### src/rtl/edge_event_arbiter.sv
// Edge detector with one pending slot per channel. A round-robin arbiter feeds one valid/ready event port.
// Latency is 2 cycles from input to evt_valid_o (4 with EDGE_ARB_SYNC_EN). The payload holds while stalled; extra edges set overflow.
module edge_event_arbiter #(
    parameter int  N_CH = 4,
    localparam int CH_W = (N_CH > 1) ? $clog2(N_CH) : 1
) (
    input  logic            clk_i,
    input  logic            rst_i,
    input  logic [N_CH-1:0] in_i,
    input  logic [N_CH-1:0] rise_en_i,
    input  logic [N_CH-1:0] fall_en_i,
    output logic            evt_valid_o,
    input  logic            evt_ready_i,
    output logic [CH_W-1:0] evt_ch_o,
    output logic            evt_rising_o,
    output logic [N_CH-1:0] overflow_o,
    input  logic [N_CH-1:0] overflow_clr_i
);

    logic [N_CH-1:0] in_s;

`ifdef EDGE_ARB_SYNC_EN
    logic [N_CH-1:0] sync1_q;
    logic [N_CH-1:0] sync2_q;

    always_ff @(posedge clk_i) begin
        if (rst_i) begin
            sync1_q <= '0;
            sync2_q <= '0;
        end else begin
            sync1_q <= in_i;
            sync2_q <= sync1_q;
        end
    end

    assign in_s = sync2_q;
`else
    assign in_s = in_i;
`endif

    logic [N_CH-1:0] prev_q;
    logic [N_CH-1:0] pend_q,      pend_d;
    logic [N_CH-1:0] pend_rise_q, pend_rise_d;
    logic [N_CH-1:0] overflow_q,  overflow_d;
    logic [N_CH-1:0] ovf_set;
    logic            evt_valid_q,  evt_valid_d;
    logic [CH_W-1:0] evt_ch_q,     evt_ch_d;
    logic            evt_rising_q, evt_rising_d;
    logic [CH_W-1:0] ptr_q,        ptr_d;

    logic [N_CH-1:0] rise_qual;
    logic [N_CH-1:0] fall_qual;
    logic [N_CH-1:0] edge_qual;

    assign rise_qual = in_s & ~prev_q & rise_en_i;
    assign fall_qual = ~in_s & prev_q & fall_en_i;
    assign edge_qual = rise_qual | fall_qual;

    logic            load;
    logic            hi_vld,  lo_vld;
    logic [CH_W-1:0] hi_idx,  lo_idx;
    logic            hi_rise, lo_rise;
    logic            gnt_vld;
    logic [CH_W-1:0] gnt_idx;
    logic            gnt_rise;

    assign load = ~evt_valid_q | evt_ready_i;

    // Rotate priority: the first pending channel above ptr wins, else the lowest pending channel wraps around.
    always_comb begin
        hi_vld  = 1'b0;
        hi_idx  = '0;
        hi_rise = 1'b0;
        lo_vld  = 1'b0;
        lo_idx  = '0;
        lo_rise = 1'b0;
        for (int i = 0; i < N_CH; i++) begin
            if (!hi_vld && pend_q[i] && (CH_W'(i) > ptr_q)) begin
                hi_vld  = 1'b1;
                hi_idx  = CH_W'(i);
                hi_rise = pend_rise_q[i];
            end
        end
        for (int i = 0; i < N_CH; i++) begin
            if (!lo_vld && pend_q[i]) begin
                lo_vld  = 1'b1;
                lo_idx  = CH_W'(i);
                lo_rise = pend_rise_q[i];
            end
        end
    end

    assign gnt_vld  = load & (hi_vld | lo_vld);
    assign gnt_idx  = hi_vld ? hi_idx  : lo_idx;
    assign gnt_rise = hi_vld ? hi_rise : lo_rise;

    always_comb begin
        pend_d      = pend_q;
        pend_rise_d = pend_rise_q;
        ovf_set     = '0;
        for (int i = 0; i < N_CH; i++) begin
            if (edge_qual[i]) begin
                // A slot being granted this cycle is free to take the new edge.
                if (!pend_q[i] || (gnt_vld && (gnt_idx == CH_W'(i)))) begin
                    pend_d[i]      = 1'b1;
                    pend_rise_d[i] = rise_qual[i];
                end else begin
                    ovf_set[i] = 1'b1;
                end
            end else if (gnt_vld && (gnt_idx == CH_W'(i))) begin
                pend_d[i] = 1'b0;
            end
        end
    end

    assign overflow_d = ovf_set | (overflow_q & ~overflow_clr_i);

    always_comb begin
        evt_valid_d  = evt_valid_q;
        evt_ch_d     = evt_ch_q;
        evt_rising_d = evt_rising_q;
        ptr_d        = ptr_q;
        if (load) begin
            evt_valid_d = gnt_vld;
            if (gnt_vld) begin
                evt_ch_d     = gnt_idx;
                evt_rising_d = gnt_rise;
                ptr_d        = gnt_idx;
            end
        end
    end

    always_ff @(posedge clk_i) begin
        if (rst_i) begin
            prev_q       <= '0;
            pend_q       <= '0;
            pend_rise_q  <= '0;
            overflow_q   <= '0;
            evt_valid_q  <= 1'b0;
            evt_ch_q     <= '0;
            evt_rising_q <= 1'b0;
            ptr_q        <= CH_W'(N_CH - 1);
        end else begin
            prev_q       <= in_s;
            pend_q       <= pend_d;
            pend_rise_q  <= pend_rise_d;
            overflow_q   <= overflow_d;
            evt_valid_q  <= evt_valid_d;
            evt_ch_q     <= evt_ch_d;
            evt_rising_q <= evt_rising_d;
            ptr_q        <= ptr_d;
        end
    end

    assign evt_valid_o  = evt_valid_q;
    assign evt_ch_o     = evt_ch_q;
    assign evt_rising_o = evt_rising_q;
    assign overflow_o   = overflow_q;

endmodule

### config.mk
export PLATFORM = sky130hd
export DESIGN_NAME = edge_event_arbiter
export DESIGN_NICKNAME = d
export VERILOG_FILES = /design/src/rtl/edge_event_arbiter.sv
export SDC_FILE = /design/constraint.sdc
export NUM_CORES = 1
export LEC_CHECK = 0
export CAP_MARGIN = 20
export CORE_MARGIN = 5
export CORE_UTILIZATION = 30
export CTS_CLUSTER_DIAMETER = 50
export DETAILED_ROUTE_END_ITERATION = 16
export GPL_TIMING_DRIVEN = 0
export PLACE_DENSITY_LB_ADDON = 0.2
export SLEW_MARGIN = 40
export SYNTH_ARGS = -nofsm -noshare
export SYNTH_HDL_FRONTEND = slang
export SYNTH_SLANG_ARGS = --single-unit
### constraint.sdc
create_clock -name clk_i -period 5 [get_ports clk_i]
set_input_delay 1 -clock clk_i [delete_from_list [all_inputs] [get_ports clk_i]]
set_output_delay 1 -clock clk_i [all_outputs]
set_load 0.05 [all_outputs]
==> flow_metrics.env <==
export IMPL_power_switching_uw=150
export IMPL_coreArea_mm2=0.00363
export IMPL_timing_final_crit_share=0.579
export IMPL_critPathArrivalTime_ns=3.07
export IMPL_finalHoldViolations=0
export IMPL_grt_use_total=0.113
export IMPL_cts_setup_buffers=0
export IMPL_port_buffers=26
export IMPL_clkSinkCount=22
export IMPL_netlist_area_leader_share=0.396
export IMPL_synth_seq_cells=22
export IMPL_io_pins=27
export IMPL_place_inst=211
export IMPL_cp_start_kind="primary input"
export IMPL_cts_buffers=3
export IMPL_synth_most_common_cell="dfxtp_1"
export IMPL_ir_worst_vdd_v=0.000162
export IMPL_setup_viol=0
export IMPL_drt_first_pass_iters=4
export IMPL_p_sw_frac=0.319
export IMPL_maxCapViolations=0
export IMPL_placementRows=22
export IMPL_num_nets_final=187
export IMPL_ys_warn_count=0
export IMPL_clk_pin_slew_ns=0.08
export IMPL_power_frac_seq=0.437
export IMPL_holdWs_ns=0.460
export IMPL_crit_path_max_fanout=8
export IMPL_drtIter0Drc=58
export IMPL_crit_path_end_kind="flip-flop"
export IMPL_final_util=0.409
export IMPL_drive_gt1_frac=0.0599
export IMPL_clk_latency_ns=0.27
export IMPL_start_util=0.306
export IMPL_slew_headroom=0.471
export IMPL_tns_ns=0
export IMPL_tightest_slew_ns=0.783
export IMPL_antenna_found_initial=0
export IMPL_synthArstFlopShare=0
export IMPL_syn_to_final_growth_pct=33.8
export IMPL_grt_remaining_overflow=0
export IMPL_grt_pass1_wl_mm=4.57
export IMPL_dp_hpwl_mm=2.08
export IMPL_detail_route_antenna_nets=0
export IMPL_wl_mm=2.70
export IMPL_die_h_um=70.9
export IMPL_timing_hold_worst_class="flip-flop to flip-flop"
export IMPL_p_per_area_mw_per_mm2=317
export IMPL_syn_nets=156
export IMPL_die_area_mm2=0.00502
export IMPL_ctsResizeCount=0
export IMPL_design_power_total_uw=471
export IMPL_netlist_instances=137
export IMPL_yosys_area_top_type="dfxtp_1"
export IMPL_die_w_um=70.9
export IMPL_wl_per_cell_um=12.6
export IMPL_critPathKind="primary input to flip-flop"
export IMPL_max_freq_ghz=0.346
export IMPL_stdcell_count=215
export IMPL_drv_slew=0
export IMPL_reg2reg_depth=6
export IMPL_intPower_uw=321
export IMPL_grt_pass1_vias=1024
export IMPL_cts_root_buf="clkbuf_8"
export IMPL_cts_max_level=1
export IMPL_required_ns=5.18
export IMPL_holdPathStages=2
export IMPL_ys_types=36
export IMPL_fin_skew_ns=0.00251
export IMPL_place_congestion=0.809
export IMPL_drc=0
export IMPL_syn_cell_area_mm2=0.00111
export IMPL_ys_seq_area_frac=0.396
export IMPL_num_vias=1117
export IMPL_period_minus_slack_ns=2.89
export IMPL_vias_per_cell=5.20
export IMPL_synthTopCellsByCount="dfxtp_1, nand2_1, nor2_1, a21oi_1, o21ai_0"
export IMPL_leakage_nw=0.526
export IMPL_avgSynthCellArea_um2=8.11
export IMPL_rsz0062_at_grt="false"
export IMPL_synthTopCellsByArea="dfxtp_1, nand3b_1, a21oi_1"
export IMPL_status="finished clean"
export IMPL_hold_buffers=0
export IMPL_comb_power_share=0.290
export IMPL_ys_flop_type="dfxtp_1"
export IMPL_synth_edf_count=0
export IMPL_cts_tree="built"
export IMPL_n_antenna_cell=0
export IMPL_power_share_clock=0.274
export IMPL_cts_buffer_depth=2
export IMPL_grt_max_degree=13
## state kept, by name, indices dropped and copies added, names as in the netlist
signal / count
overflow_o: 4
pend_q: 4
pend_rise_q: 4
prev_q: 4
evt_ch_o: 2
ptr_q: 2
evt_rising_o: 1
evt_valid_o: 1
## critical path: stages
cell and delay (ns):
clkdlybuf4s50_1 0.45, nor2b_1 0.09, or2_4 0.28, or4_1 0.51, buf_2 0.18, or4_1 0.47, o311ai_1 0.08
## metrics by stage
stage | worst slack, ns | area, um^2
after floorplan | 2.40 | 1110
after global placement | 1.84 | 1430
after detailed placement | 1.83 | 1430
after CTS | 2.10 | 1490
after global routing | 2.03 | 1490
final | 2.11 | 1490
## layout by cell type, fill, tap and decap left out, types with 2 or more instances in the layout
| cell | n |
|---|---|
| nor2b_1 | 6 |
| o41ai_1 | 3 |
| nand2b_1 | 6 |
| a31oi_1 | 4 |
| clkbuf_8 | 4 |
| nor2_1 | 13 |
| nand3_1 | 2 |
| nand3b_1 | 8 |
| or4_1 | 3 |
| buf_2 | 3 |
| clkbuf_1 | 3 |
| o311ai_0 | 2 |
| o21ai_0 | 9 |
| and2_1 | 2 |
| a21oi_1 | 11 |
| inv_1 | 4 |
| dfxtp_1 | 22 |
| nand4b_1 | 2 |
| nor3_1 | 2 |
| o31ai_1 | 3 |
| nand2_1 | 13 |
| clkdlybuf4s50_1 | 26 |
## metal layers
| layer | wire length, um | share of wire | GRT usage | vias to the layer above |
|---|---|---|---|---|
| met5 | 0 | 0 | 0 | - |
| met4 | 60 | 0.022 | 0.0501 | 0 |
| met3 | 143 | 0.053 | 0.0355 | 6 |
| met2 | 1290 | 0.48 | 0.182 | 26 |
| met1 | 1210 | 0.45 | 0.137 | 524 |
| li1 | - | - | - | 561 |
## worst paths after layout
kind / from / to / slack [ns]
worst min register to register: evt_ch_o[1] / evt_ch_o[1] / 0.46
worst max-delay path: evt_ready_i / pend_rise_q[2] / 2.11
worst max register to register: pend_q[0] / pend_rise_q[2] / 2.85
worst min-delay path: evt_ch_o[1] / evt_ch_o[1] / 0.46
## cell type report
cell class,count,area (um^2)
fill,388,2150
multi-input combinational,103,618
sequential,22,440
timing repair buffer,26,260
tap,48,60.1
clock buffer,4,55.1
buffer,7,33.8
inverter,5,18.8
## power by group through the flow
stage / combinational (mW) / clock (mW) / sequential (mW)
floorplan: 0.0720 / 0 / 0.227
global placement: 0.135 / 0 / 0.209
detailed placement: 0.137 / 0 / 0.209
CTS: 0.137 / 0.135 / 0.205
global route: 0.151 / 0.142 / 0.208
finish: 0.136 / 0.129 / 0.205
## logic make-up after synthesis
logic type / after synthesis / synth area share
DFF: 22 / 0.396
and+or+nand+nor: 61 / 0.306
buffers and inverters: 12 / 0.0473
AOI/OAI and AO/OA: 41 / 0.241
muxes: 1 / 0.00901
No activity file was read; power rests on OpenSTA's default activity.
